[src/rtl/reg_alu_seq.sv]
// Instruction sequencer for a register-file/ALU block.
// It accepts one instruction at a time, drives the reg_alu control signals and returns READ results.
module reg_alu_seq (
    input  logic        clk,
    input  logic        reset,
    input  logic        instr_valid,
    output logic        instr_ready,
    input  logic [12:0] instr,
    input  logic [15:0] imm,
    output logic        res_valid,
    input  logic        res_ready,
    output logic [15:0] res_data,
    output logic        carry_flag,
    output logic [7:0]  retired,
    output logic        sel,
    output logic        wr,
    output logic [1:0]  op,
    output logic [2:0]  rd_addr_a,
    output logic [2:0]  rd_addr_b,
    output logic [2:0]  wr_addr,
    output logic [15:0] d_in,
    input  logic [15:0] d_out_a,
    input  logic        cout
);

    localparam logic [1:0] CLS_LOADI = 2'b00;
    localparam logic [1:0] CLS_ALU   = 2'b01;
    localparam logic [1:0] CLS_READ  = 2'b10;

    typedef enum logic [1:0] {
        IDLE     = 2'd0,
        EXEC     = 2'd1,
        WAIT_RES = 2'd2
    } state_t;

    state_t      state;
    logic [12:0] instr_q;
    logic [15:0] imm_q;
    logic [1:0]  cls_q;

    assign cls_q = instr_q[12:11];

    // Handshakes: a transfer happens on a rising edge where valid and ready are both 1.
    // The producer holds its payload until then. instr_ready depends only on state, and
    // res_valid/res_data stay put until res_ready is seen.
    assign instr_ready = (state == IDLE);

    // The reg_alu controls come straight from the latched instruction in every state.
    assign rd_addr_a = instr_q[5:3];
    assign rd_addr_b = instr_q[2:0];
    assign wr_addr   = instr_q[8:6];
    assign op        = instr_q[10:9];
    assign d_in      = imm_q;
    assign sel       = (cls_q == CLS_ALU);

    // The write enable is gated by reset, so an aborted EXEC never reaches the register file.
    assign wr = reset && (state == EXEC) && ((cls_q == CLS_LOADI) || (cls_q == CLS_ALU));

    always_ff @(posedge clk) begin
        if (!reset) begin
            state      <= IDLE;
            instr_q    <= 13'd0;
            imm_q      <= 16'd0;
            res_valid  <= 1'b0;
            res_data   <= 16'd0;
            carry_flag <= 1'b0;
            retired    <= 8'd0;
        end else begin
            case (state)
                IDLE: begin
                    if (instr_valid) begin
                        instr_q <= instr;
                        imm_q   <= imm;
                        state   <= EXEC;
                    end
                end
                EXEC: begin
                    if (cls_q == CLS_ALU) begin
                        carry_flag <= cout;
                    end
                    if (cls_q == CLS_READ) begin
                        res_data  <= d_out_a;
                        res_valid <= 1'b1;
                        state     <= WAIT_RES;
                    end else begin
                        retired <= retired + 8'd1;
                        state   <= IDLE;
                    end
                end
                WAIT_RES: begin
                    if (res_ready) begin
                        res_valid <= 1'b0;
                        retired   <= retired + 8'd1;
                        state     <= IDLE;
                    end
                end
                default: state <= IDLE;
            endcase
        end
    end

endmodule

[config.mk]
export PLATFORM = sky130hd
export DESIGN_NAME = reg_alu_seq
export DESIGN_NICKNAME = d
export VERILOG_FILES = /design/src/rtl/reg_alu_seq.sv
export SDC_FILE = /design/constraint.sdc
export NUM_CORES = 1
export LEC_CHECK = 0
export CAP_MARGIN = 20
export CORE_AREA = 8 8 103 77
export CTS_BUF_LIST = sky130_fd_sc_hd__clkbuf_2
export CTS_CLUSTER_SIZE = 24
export DETAILED_ROUTE_END_ITERATION = 6
export DIE_AREA = 0 0 111 85
export PLACE_DENSITY = 0.76
export SYNTH_ARGS = -nofsm -noshare
export SYNTH_HDL_FRONTEND = slang
export SYNTH_SLANG_ARGS = --single-unit
[constraint.sdc]
create_clock -name clk -period 4.25 [get_ports clk]
set_clock_uncertainty 0.15 [all_clocks]
set_input_delay 1.275 -clock clk [delete_from_list [all_inputs] [get_ports clk]]
set_output_delay 1.275 -clock clk [all_outputs]
set_load 0.05 [all_outputs]
-- Word-level counts from Yosys, hierarchy flattened
Index checks and enable logic that the tools add are counted.
- input port bits: 50
- register bits after elaboration: 57
- logic and storage cells: 38
- muxes and demuxes: 10
- reduce and logical (&&, ||, !) cells: 12
- eq/ne operators: 8
- $add $sub $neg: 1
- operators by type and width (cell ; count):
    two-way mux 8 bit ; 2
    case mux 8 bit (2 select lines) ; 1
    adder 8 x 1 -> 8 bit (second input constant) ; 1
    AND reduction 2 bit ; 4
    two-way mux 2 bit ; 3
    inequality test 2 bit (second input constant) ; 3
    case mux 2 bit (3 select lines) ; 1
    AND reduction 3 bit ; 2
    equality test 2 x 1 -> 1 bit (second input constant) ; 2
    equality test 2 bit (second input constant) ; 2
    zero test 2 bit ; 2
    logical AND 1 bit ; 2
    two-way mux 1 bit ; 2
    inequality test 2 x 1 -> 1 bit (second input constant) ; 1
    case mux 1 bit (2 select lines) ; 1
    nonzero test 2 bit ; 1
    logical OR 1 bit ; 1

-- Longest topological paths before layout
Gate-level depths: netlist of the first run.
- depth in word-level cells: 3
- depth in mapped cells: 6
- depth with buffers taken out: 5

-- Worst setup path before layout of the first run
No wires, ideal clock.
- kind: input-to-output
- from: in reset
- to: out wr
- slack: -0.067 ns
- cell stages on the path: 3
- arrival: 2.892 ns
- buffers on the path: 2
- cells stage by stage: buf_2 clkbuf_1 nor3b_1
- longest elaborated chain between the ends: 2
- RTL lines (what ; line ; RTL):
    from (decl) ; 5 ; input logic reset,
    logical AND 1 bit (2 in series) ; 57 ; assign wr = reset && (state == EXEC) && ((cls_q == CLS_LOADI) || (cls_q == CLS_ALU));
    to (decl) ; 16 ; output logic wr,
No other way between the ends.

-- Worst setup path in the final report of the first run
- from: reg instr_q[11]
- to: out sel
- longest elaborated chain between the ends: 1
- RTL lines (what ; line ; RTL):
    from (decl) ; 37 ; logic [12:0] instr_q;
    from (signal assigned) ; 72 ; instr_q <= instr;
    equality test 2 x 1 -> 1 bit ; 54 ; assign sel = (cls_q == CLS_ALU);
    to (decl) ; 15 ; output logic sel,
No other way between the ends.

==> run summary, run 1 <==
post-synth top area share: 46.3%
RePlAce Congestion: 0.678
Syn Inst Count: 273
crit-path max FO: 4
total grt overflow: 0
Synth Flop Type: dfxtp_1
Clock Sinks: 57
first-pass GRT wire length: 10500 um
drt pass-1 iters: 5
setup TNS: 0 ns
Root Driver: clkbuf_2
row cnt: 25
dpl cells: 432
pin count of the biggest net entering global routing: 64
Crit-path slowest cell: clkdlybuf4s50_1
LEAKAGE: 0.00130 uW
Crit. End Element: output port
syn avg cell area: 9.02 um^2
Synthesized Nets: 324
largest area contributor in the netlist: dfxtp_1
CP Launch Type: flop
final WL: 6240 um
actual slew at the worst max-slew pin: 0.962 ns
IO buf count: 105
1st-iter DRT viols: 73
chip width: 111 um
dpl hpwl: 4510 um
Final Cycle Share: 78.1%
DRC: 0
Nets: 413
top post-synthesis cells by area: dfxtp_1 (46%), nand2_1 (14%), a21boi_0 (5.8%)
hold crit path type: reg -> reg
Worst EP arrival: 1.89 ns
Critical R2R Capture: d_in[9]
register area share after synthesis: 46.3%
crit-path cells: and2b_2 > clkdlybuf4s50_1
DR WL/cell: 13.9 um
share of cells above drive strength 1: 11.7%
worst setup path endpoint: sel
worst skew pair latency: 0.45 ns
CTS clk-pin slew, worst paths: 0.15 ns
Post-synth ARST share: 0%
Post-synth EDFFs: 0
Unique masters post-synth: 31
top cells by count, synth: nand2_1 (93), dfxtp_1 (57), a21boi_0 (19), a21boi_1 (18), buf_4 (14)
Setup crit start: instr_q[11]
WS Path Type: reg -> out
pwr/cell area: 303 nW/um^2
Hold Buf Count CTS: 0
hold_ws: 0.311 ns
antenna violations before repair: 0
Area growth, synth to finish: 42.1%
fin cells: 448
Fin. Hold Viols: 0
Final setup viols: 0
Starting Density: 38.4%
Yosys reg bits: 57
Max-cap violations: 0
post-synthesis cell area: 2460 um^2
Reg area: 1140 um^2
# fillers: 590
vias in the first global route: 2068
via count: 2073
Setup Buffers After CTS: 0
Tot Pwr: 1060 uW
post-CTS resize count: 0
post-layout util: 54.6%
Num CTS Buffers: 9
Die ar.: 9440 um^2
FMAX: 301 MHz
maximum VDD drop: 155 uV
crit-path max cell delay: 0.83 ns
YS warnings: 0
die height: 85 um
Tmin final: 3.32 ns
status: finished clean
fin. max-slew vios: 0
cell with the most instances after synthesis: nand2_1
Worst slew margin: 35.7%
area occupied by multi-input gates: 1120 um^2
reg2reg start: state[0]
routed vias/inst: 4.63
CTS tree: built
Hold Path Stages: 2
CP required: 2.82 ns
number of diodes: 0
r2r setup slk: 2.48 ns
H-tree levels: 3
Clock Tree Buf Depth: 2
DRT antenna net count: 0
worst reg2reg path depth: 4
RSZ-0062 raised after global routing: no
IO Pins: 106
Core Area: 6410 um^2
GRT Total Usage: 13.6%
-- layout by cell type (no fill, tap or decap), types with 3 or more instances in the layout --
| master | synthesis | layout |
|---|---|---|
| a21boi_0 | 19 | 19 |
| a21boi_1 | 18 | 18 |
| a21boi_2 | 9 | 9 |
| and3_1 | 3 | 3 |
| clkbuf_2 | 0 | 11 |
| clkdlybuf4s50_1 | 0 | 103 |
| clkinv_2 | 0 | 3 |
| dfxtp_1 | 57 | 57 |
| mux2i_1 | 8 | 8 |
| nand2_1 | 93 | 93 |
| nand2_2 | 9 | 9 |
| nand2b_1 | 7 | 7 |
| nand4_1 | 3 | 3 |
-- flip-flops by register name, summed over array words and instances, names as in the netlist --
name / flops
state: 2
res_data: 16
d_in: 16
instr_q: 13
carry_flag: 1
retired: 8
res_valid: 1
-- kinds of logic after synthesis --
kind of cell | synth area share (%)
AO/OA/AOI/OAI | 16.4
AND/OR/NAND/NOR | 24.7
flip-flops | 46.3
adder cells (fa/ha/maj) | 0.508
XOR/XNOR | 0.356
multiplexers | 3.25
buffers and inverters | 8.53
-- how the worst min path moves through the flow --
stage,start,to
5_1_grt,instr_q[0],instr_q[0]
2_1_floorplan,instr_q[0],instr_q[0]
4_1_cts,instr_q[0],instr_q[0]
3_5_place_dp,res_data[14],res_data[14]
3_3_place_gp,d_in[12],d_in[12]
6_report,instr_q[0],instr_q[0]
-- power by group --
group | switching, uW | internal (uW)
logic | 127 | 98.2
clock network | 193 | 75.5
registers | 12.5 | 555
total | 332 | 729
-- per-layer routing --
metal / wire length [um] / track usage [%] / vias to the layer above
met4: 46 / 5.13 / 0
met1: 2880 / 16.0 / 932
met5: 0 / 0 / -
met2: 2660 / 20.0 / 89
li1: - / - / 1048
met3: 652 / 7.75 / 4
-- critical path: cells and delay by family (launching register included) --
family	cells	cell delay [ns]
AND/OR/NAND/NOR	1	0.17
buffers and inverters	1	0.83
flip-flops	1	0.44
-- cell type report --
| cell class | count | area share [%] |
|---|---|---|
| multi-input combinational | 188 | 31.9 |
| clock buffer | 11 | 1.57 |
| clock inverter | 5 | 0.643 |
| sequential | 57 | 32.6 |
| timing repair buffer | 106 | 30.4 |
| tap | 81 | 2.89 |
-- stage by stage --
| stage | cell area, um^2 | worst slack, ns |
|---|---|---|
| after floorplan | 2470 | 0.414 |
| after global placement | 3420 | 0.972 |
| after detailed placement | 3420 | 0.975 |
| after CTS | 3500 | 0.885 |
| after global routing | 3500 | 0.794 |
| final | 3500 | 0.932 |
Note: power is estimated with default switching activity, not from simulation.
==> run 2: changes to the inputs <==
==> constraint.sdc (replaced) <==
create_clock -name clk -period 3.2 [get_ports clk]
set_clock_uncertainty 0.15 [all_clocks]
set_input_delay 0.96 -clock clk [delete_from_list [all_inputs] [get_ports clk]]
set_output_delay 0.96 -clock clk [all_outputs]
set_load 0.05 [all_outputs]
==> run summary, run 2 (synthesis results as in run 1) <==
chip width: 111 um
reg2reg start: state[1]
Max-cap violations: 0
via count: 2054
total grt overflow: 0
pwr/cell area: 399 nW/um^2
drt pass-1 iters: 4
CP required: 2.09 ns
r2r setup slk: 1.55 ns
most frequent cells in the layout: clkdlybuf4s50_1 (103), nand2_1 (93), dfxtp_1 (57), a21boi_0 (19), a21boi_1 (18)
final WL: 6400 um
crit-path cells: nor2_2 > clkdlybuf4s50_1
Worst EP arrival: 1.86 ns
Crit. End Element: output port
Final Cycle Share: 92.8%
crit-path max cell delay: 0.85 ns
Fin. Hold Viols: 0
met1 track demand over resource: 15.8%
share of cells above drive strength 1: 12.0%
number of diodes: 0
area occupied by multi-input gates: 1120 um^2
GRT Total Usage: 13.8%
met2 global-route usage: 20.3%
die height: 85 um
first-pass GRT wire length: 10400 um
Clock Tree Buf Depth: 2
hold_ws: 0.309 ns
Die ar.: 9440 um^2
IO Pins: 106
Final setup viols: 0
Num CTS Buffers: 9
Tot Pwr: 1400 uW
actual slew at the worst max-slew pin: 0.634 ns
dpl hpwl: 4670 um
antenna violations before repair: 0
Critical R2R Capture: res_data[13]
WS Path Type: reg -> out
vias in the first global route: 2037
status: finished clean
DRT antenna net count: 0
HP Start: instr_q[5]
DR WL/cell: 14.3 um
commonest non-fill, non-tap cell in the layout: clkdlybuf4s50_1
RePlAce Congestion: 0.704
FMAX: 337 MHz
dpl cells: 433
CTS tree: built
Nets: 414
CP Launch Type: flop
IO buf count: 105
Worst slew margin: 57.7%
Hold Path Stages: 2
Area growth, synth to finish: 42.5%
Hold Buf Count CTS: 0
post-CTS resize count: 0
row cnt: 25
crit-path max FO: 4
H-tree levels: 3
worst reg2reg path depth: 4
fin. max-slew vios: 0
Top Usage Layer GRT: met2
Reg area: 1140 um^2
worst skew pair latency: 0.44 ns
fin cells: 448
Core Area: 6410 um^2
# fillers: 586
hold crit path type: reg -> reg
hold endpoint: instr_q[5]
CTS clk-pin slew, worst paths: 0.14 ns
Setup Buffers After CTS: 0
Starting Density: 38.4%
maximum VDD drop: 262 uV
Crit-path slowest cell: clkdlybuf4s50_1
Root Driver: clkbuf_2
Clock Sinks: 57
pin count of the biggest net entering global routing: 64
LEAKAGE: 0.00131 uW
Tmin final: 2.97 ns
routed vias/inst: 4.58
M3 GR Usage: 9.73%
DRC: 0
setup TNS: 0 ns
1st-iter DRT viols: 86
RSZ-0062 raised after global routing: no
## run 2: worst max-delay path by stage
| stage | startpoint | endpoint | slack, ns |
|---|---|---|---|
| floorplan | reset | wr | 0.16 |
| global placement | reset | wr | 0.62 |
| detailed placement | reset | wr | 0.62 |
| CTS | state[0] | instr_ready | 0.15 |
| global route | state[0] | instr_ready | 0.09 |
| finish | state[0] | instr_ready | 0.23 |
## run 2: layout make-up
cell class              instances  area share [%]
flip-flops and latches         57            32.5
multi-input cells             188            32.0
repair buffers                107            30.5
well taps                      81            2.89
clock buffers                  10            1.43
clock inverters                 5           0.677
## run 2: per-layer routing
layer | routed length (um) | vias up | share of wire (%)
met5 | 0 | - | 0
met4 | 46 | 0 | 0.72
met3 | 769 | 5 | 12
met2 | 2610 | 90 | 41
met1 | 2980 | 910 | 47
li1 | - | 1049 | -
## run 2: through the flow
stage          worst slack, ns  util [%]  instance area, um^2
6_report                 0.232      54.8                 3510
5_1_grt                 0.0936      54.8                 3510
4_1_cts                  0.147      54.8                 3510
3_5_place_dp             0.619      53.6                 3440
3_3_place_gp             0.619      53.6                 3440
2_1_floorplan            0.157         -                 2470
## run 2: where the power goes
part           total, uW  switching (uW)  internal [uW]  leakage (uW)
logic                303             171            132      0.000784
clock network        343             249           93.9     0.0000587
registers            754            16.6            737      0.000465
## run 2: critical path: cells and delay by family (launching register included)
kind          cells  cell delay (ns)
buf+inv           1             0.85
flops             1             0.39
simple gates      1             0.17
==> run 3: changes to the inputs <==
--- a/config.mk
+++ b/config.mk
@@ -8,6 +8,7 @@
 export CAP_MARGIN = 20
 export CORE_AREA = 8 8 103 77
 export CTS_BUF_LIST = sky130_fd_sc_hd__clkbuf_2
+export CTS_CLUSTER_DIAMETER = 60
 export CTS_CLUSTER_SIZE = 24
 export DETAILED_ROUTE_END_ITERATION = 6
 export DIE_AREA = 0 0 111 85
==> results of run 3 <==
The final DEF is identical to that of run 2; final timing and power are the same.
